## config.mk

```make
export PLATFORM = sky130hd
export DESIGN_NAME = pipe_ctrl
export DESIGN_NICKNAME = d
export VERILOG_FILES = /design/src/rtl/pipe_ctrl_pkg.sv /design/src/rtl/pipe_ctrl_stall_wdt.sv /design/src/rtl/pipe_ctrl.sv
export SDC_FILE = /design/constraint.sdc
export NUM_CORES = 1
export LEC_CHECK = 0
export CORE_MARGIN = 4
export CORE_UTILIZATION = 36
export DETAILED_ROUTE_END_ITERATION = 7
export MAX_ROUTING_LAYER = met4
export PLACE_DENSITY = 0.89
export SLEW_MARGIN = 20
export SYNTH_ARGS = -nofsm -noshare
export SYNTH_HDL_FRONTEND = slang
export SYNTH_SLANG_ARGS = --single-unit
export TNS_END_PERCENT = 1
```

## constraint.sdc

```tcl
create_clock -name clk -period 2.35 [get_ports clk]
set_input_delay 0.47 -clock clk [delete_from_list [all_inputs] [get_ports clk]]
set_output_delay 0.47 -clock clk [all_outputs]
set_load 0.03 [all_outputs]
```

## src/rtl/pipe_ctrl_pkg.sv

```systemverilog
`default_nettype none
// ============================================================================
// Module  : pipe_ctrl_pkg
// Brief   : Shared encodings for the pipeline control sequencer.
// Rev     : 1.0
// ============================================================================
package pipe_ctrl_pkg;

    localparam logic        RstEnable = 1'b1;
    localparam logic        Stop      = 1'b1;
    localparam logic        NoStop    = 1'b0;
    localparam logic [31:0] ZeroWord  = 32'h0000_0000;

    // bit0 = pc ... bit5 = wb
    localparam logic [5:0] STALL_NONE = 6'b000000;
    localparam logic [5:0] STALL_IF   = 6'b000011;
    localparam logic [5:0] STALL_ID   = 6'b000111;
    localparam logic [5:0] STALL_EX   = 6'b001111;
    localparam logic [5:0] STALL_MEM  = 6'b011111;
    localparam logic [5:0] STALL_ALL  = 6'b111111;

    localparam logic [31:0] EXC_ERET           = 32'h0000_000e;
    localparam logic [31:0] EXC_VECTOR_DEFAULT = 32'h0000_0020;

    typedef enum logic [1:0] {
        CTRL_RUN    = 2'd0,
        CTRL_HOLD   = 2'd1,
        CTRL_FLUSH  = 2'd2,
        CTRL_REFILL = 2'd3
    } ctrl_state_t;

endpackage : pipe_ctrl_pkg
`default_nettype wire

```

## src/rtl/pipe_ctrl_stall_wdt.sv

```systemverilog
`default_nettype none
// ============================================================================
// Module  : stall_wdt
// Brief   : Saturating consecutive-stall counter with a sticky timeout flag.
// Rev     : 1.0
// ============================================================================
module stall_wdt #(
    parameter int               WDT_W     = 16,
    parameter logic [WDT_W-1:0] WDT_LIMIT = 16'd1024
) (
    input  logic clk,
    input  logic rst,
    input  logic i_stall_active,
    input  logic i_flush,
    output logic o_timeout
);

    localparam logic [WDT_W-1:0] c_ONE = {{(WDT_W-1){1'b0}}, 1'b1};

    logic [WDT_W-1:0] r_cnt;
    logic             r_timeout;
    logic [WDT_W-1:0] w_cnt_nxt;

    always_comb begin
        w_cnt_nxt = r_cnt;
        if (!i_stall_active || i_flush)
            w_cnt_nxt = '0;
        else if (r_cnt != '1)
            w_cnt_nxt = r_cnt + c_ONE;
    end

    always_ff @(posedge clk or posedge rst) begin
        if (rst) begin
            r_cnt     <= '0;
            r_timeout <= 1'b0;
        end else begin
            r_cnt <= w_cnt_nxt;
            if (w_cnt_nxt >= WDT_LIMIT)
                r_timeout <= 1'b1;
        end
    end

    assign o_timeout = r_timeout;

endmodule : stall_wdt
`default_nettype wire

```

## src/rtl/pipe_ctrl.sv

```systemverilog
`default_nettype none
// ============================================================================
// Module  : pipe_ctrl
// Brief   : Stall merge and exception/eret flush sequencer for the 6-stage
//           core. Optional stall watchdog under PIPE_CTRL_STALL_WDT_EN.
// Rev     : 1.0
// ============================================================================
module pipe_ctrl
    import pipe_ctrl_pkg::*;
#(
    parameter logic [31:0] EXC_VECTOR = 32'h0000_0020,
    parameter logic [31:0] ERET_CODE  = 32'h0000_000e,
    parameter int          WDT_W      = 16,
    parameter logic [WDT_W-1:0] WDT_LIMIT = 16'd1024
) (
    input  logic        clk,
    input  logic        rst,
    input  logic        stallreq_if_i,
    input  logic        stallreq_id_i,
    input  logic        stallreq_ex_i,
    input  logic        stallreq_mem_i,
    input  logic [31:0] excepttype_i,
    input  logic [31:0] cp0_epc_i,
    output logic [5:0]  stall_o,
    output logic        flush_o,
    output logic [31:0] new_pc_o,
    output logic        wdt_timeout_o
);

    ctrl_state_t r_state;
    ctrl_state_t w_state_nxt;
    logic [31:0] r_new_pc;
    logic [5:0]  w_req_stall;
    logic [5:0]  w_stall;
    logic        w_flush;
    logic        w_exc_take;

    always_comb begin
        if (stallreq_mem_i)      w_req_stall = STALL_MEM;
        else if (stallreq_ex_i)  w_req_stall = STALL_EX;
        else if (stallreq_id_i)  w_req_stall = STALL_ID;
        else if (stallreq_if_i)  w_req_stall = STALL_IF;
        else                     w_req_stall = STALL_NONE;
    end

    // A mem-stage exception waits for the data bus so the faulting access is stable.
    assign w_exc_take = (r_state == CTRL_RUN) && (excepttype_i != ZeroWord) && !stallreq_mem_i;

    always_comb begin
        w_stall     = w_req_stall;
        w_flush     = 1'b0;
        w_state_nxt = r_state;
        case (r_state)
            CTRL_RUN: begin
                if (w_exc_take) begin
                    w_stall     = STALL_ALL;
                    w_state_nxt = CTRL_HOLD;
                end
            end
            CTRL_HOLD: begin
                w_stall     = STALL_ALL;
                w_state_nxt = CTRL_FLUSH;
            end
            CTRL_FLUSH: begin
                w_stall     = STALL_NONE;
                w_flush     = 1'b1;
                w_state_nxt = CTRL_REFILL;
            end
            CTRL_REFILL: begin
                w_state_nxt = CTRL_RUN;
            end
            default: begin
                w_state_nxt = CTRL_RUN;
            end
        endcase
    end

    always_ff @(posedge clk or posedge rst) begin
        if (rst) begin
            r_state  <= CTRL_RUN;
            r_new_pc <= ZeroWord;
        end else begin
            r_state <= w_state_nxt;
            if (w_exc_take)
                r_new_pc <= (excepttype_i == ERET_CODE) ? cp0_epc_i : EXC_VECTOR;
        end
    end

    assign stall_o  = rst ? STALL_NONE : w_stall;
    assign flush_o  = rst ? 1'b0 : w_flush;
    assign new_pc_o = r_new_pc;

`ifdef PIPE_CTRL_STALL_WDT_EN
    stall_wdt #(
        .WDT_W     (WDT_W),
        .WDT_LIMIT (WDT_LIMIT)
    ) u_stall_wdt (
        .clk            (clk),
        .rst            (rst),
        .i_stall_active (stall_o != STALL_NONE),
        .i_flush        (flush_o),
        .o_timeout      (wdt_timeout_o)
    );
`else
    assign wdt_timeout_o = 1'b0;
`endif

endmodule : pipe_ctrl
`default_nettype wire

```

==> results <==
==> cells by family (layout without fill, tap and decap cells) <==
family	after synthesis	after routing	synth area share, %
adder cells (fa/ha/maj)	4	4	3.02
flip-flops	34	34	51.4
AND/OR/NAND/NOR	31	31	17.6
multiplexers	1	1	0.605
other	1	1	0.227
buffers and inverters	15	147	5.44
AO/OA/AOI/OAI	42	42	21.7
==> routing by layer <==
metal	share of wire, %	track usage, %
met1	39	20.2
met2	49	29.1
met3	9.4	4.09
met4	1.9	6.21
met5	0	-
==> where the power goes <==
group	switching, mW	internal (mW)	leakage, nW	total (mW)
combinational	0.434	0.408	0.915	0.842
sequential	0.0235	0.605	0.464	0.628
clock	0.213	0.425	0.0683	0.638
==> layout make-up <==
cell class              instances  area, um2  area share [%]
repair buffers                132       1250            39.5
flip-flops and latches         34        852            27.0
multi-input cells              79        827            26.2
clock buffers                   5       68.8            2.18
clock inverters                 3       68.8            2.18
well taps                      52       65.1            2.06
inverters                       7       26.3           0.833
==> sequential cells by signal, summed over array words and instances (netlist names) <==
name / flops
r_state: 2
new_pc_o: 32
==> cells in the mapped netlist (3+ instances only) <==
| cell | number |
|---|---|
| a21oi_1 | 4 |
| a22o_1 | 28 |
| a22o_2 | 3 |
| buf_2 | 3 |
| buf_6 | 3 |
| dfrtp_1 | 34 |
| ha_1 | 4 |
| inv_1 | 7 |
| nor2b_1 | 3 |
| nor3_1 | 6 |
| nor4_1 | 3 |
| nor4_4 | 5 |
==> worst max path at each step <==
stage                                 from          to  slack (ns)
floorplan                              rst  stall_o[5]        0.02
global placement           excepttype_i[7]  stall_o[4]       -0.68
detailed placement        excepttype_i[10]  stall_o[2]       -0.70
CTS                 r_state[1]$_DFFE_PP0P_  stall_o[1]       -0.06
global route              excepttype_i[10]  stall_o[1]       -0.12
finish                    excepttype_i[10]  stall_o[1]       -0.06
==> metrics by stage <==
stage / cell area (um2) / setup WS [ns]
after floorplan: 1680 / 0.0151
after global placement: 2910 / -0.682
after detailed placement: 2910 / -0.700
after CTS: 3120 / -0.0585
after global routing: 3150 / -0.118
final: 3150 / -0.0611
==> layout by cell type (no fill, tap or decap), types with 3 or more instances in the layout <==
cell,count
buf_6,6
a21oi_1,4
nor3_1,3
a22o_2,3
a22o_1,28
clkdlybuf4s50_1,73
nor4_4,6
inv_1,5
dfrtp_1,33
buf_4,22
clkbuf_8,5
dlygate4sd2_1,28
==> what timing repair did <==
action                     4_1_cts  5_1_grt
buffers inserted                 5        1
pin swaps                       14        2
resized for setup               63        5
setup endpoints to repair        7        6
==> worst register-to-register path, cell delays in order, from the launching register on <==
cell and delay [ns]:
dfrtp_2 0.45, inv_2 0.09, ha_4 0.14, buf_4 0.12
nor2b_2 0.19, nand4_1 0.19, nor3_4 0.19, buf_12 0.21
a22o_1 0.16
==> run_results.csv <==
group,metric,value,unit
status,status,"complete, but fails checks",
status,violations,"setup timing",
clocking,clk_latency,0.28,ns
worst_setup_path,r2r_end,"new_pc_o[15]$_DFFE_PP0N_",
worst_setup_path,cpPeakStageDelay,0.44,ns
yosys,yosysWarningCount,0,
power_and_ir_drop,p_per_area,668,nW/um2
power_and_ir_drop,power.leakage,1.45,nW
worst_setup_path,critPathSlowestCell,"clkdlybuf4s50_1",
clocking,clock_tree.buffer_depth,2,
route,routedWlPerCell,16.4,um
flow_run,max-cap-violations,0,
placement,dp_cells,298,
timing,setup_ws,-0.0611,ns
min_path,min_path_type,"reg -> reg",
cells_and_area,final_core_util,71.5,%
worst_setup_path,start_kind,"input pin",
yosys,syn_area,1660,um2
route,vias_per_cell,5.17,
die,die_x,75.8,um
die,io_pins,110,
timing,finalSetupTns,-0.284,ns
clocking,cts-root-buf,"clkbuf_8",
yosys,synth_nets,202,
yosys,synth_edf_count,0,
global_routing,grt_overflow_total,0,
timing,setup_viol,6,
die,die_h,75.8,um
worst_setup_path,critical_path_arrival,1.94,ns
yosys,netlist.area_leader.share,51.4,%
worst_setup_path,cp_cell_sequence,"clkdlybuf4s50_1, nor4_4, nand4_4, buf_6, nor3_4, buf_6, o21ai_4, buf_6",
timing,period_needed,2.41,ns
clocking,h-tree-depth,2,
yosys,syn_inst,128,
yosys,synth_top_flop_cell,"dfrtp_1",
clocking,cts_tree,"yes",
timing,hold_viol_final,0,
worst_setup_path,required,1.88,ns
worst_setup_path,r2r_slack,0.56,ns
clocking,hold_buffers,0,
global_routing,grt_max_degree,35,
timing,timing.final.crit_share,103,%
route,drt_iter0_drc,30,
clocking,cts_buffers,5,
yosys,synth-seq-area-share,51.4,%
cells_and_area,fillers,363,
die,initial_core_util,37.5,%
clocking,cts_sinks,34,
placement,gp_congestion,0.862,
timing,fin_worst_skew,0.00423,ns
placement,io_buffers,108,
global_routing,gr-usage-all-layers,17.4,%
cells_and_area,syn_to_final_growth,90.6,%
die,die-area,5750,um2
yosys,ys_async_sr_fraction,100,%
min_path,hold_end,"new_pc_o[22]$_DFFE_PP0N_",
worst_setup_path,path_delay_family,"buffers and inverters",
worst_setup_path,cp_common_cell,"buf_6",
global_routing,grt_pass1_vias,1695,
worst_setup_path,critPathMaxFanout,2,
worst_setup_path,path_class,"in -> out",
cells_and_area,diodes,0,
yosys,ys_types,31,
die,core_area,4410,um2
min_path,whs_path_depth,1,
power_and_ir_drop,power,2.11,mW
worst_setup_path,crit_path_end_kind,"output pin",
worst_setup_path,cp.buffers_inverters,4,
route,wirelength,5100,um
timing,drv_slew,0,
route,drc,0,
cells_and_area,fin_nets,333,
clocking,clk_pin_slew,0.07,ns
worst_setup_path,rr_startpoint,"r_state[0]$_DFFE_PP0P_",
placement,dp_hpwl,3870,um
worst_setup_path,path_depth,8,
route,ant_nets,0,
cells_and_area,final_cells,312,
min_path,min_from,"new_pc_o[22]$_DFFE_PP0N_",
global_routing,grt_first_pass_wirelength,7400,um
worst_setup_path,r2r_cells,8,
yosys,syn-mean-instance-area,12.9,um2
power_and_ir_drop,irDropWorstVdd,0.000443,V
timing,rsz0062_at_grt,"true",
timing,whs,0.504,ns
global_routing,antenna_found_initial,0,
route,dr.pass1.iters,4,
yosys,ys_ff_latch,34,
cells_and_area,drive_gt1_share,25.4,%
yosys,synth_top_area_cell,"dfrtp_1",
yosys,ys_top_cells_by_area,"dfrtp_1, a22o_1, nor4_4",
die,rows,24,
route,vias,1613,
timing,max_freq,415,MHz
Note: power is estimated with default switching activity, not from simulation.
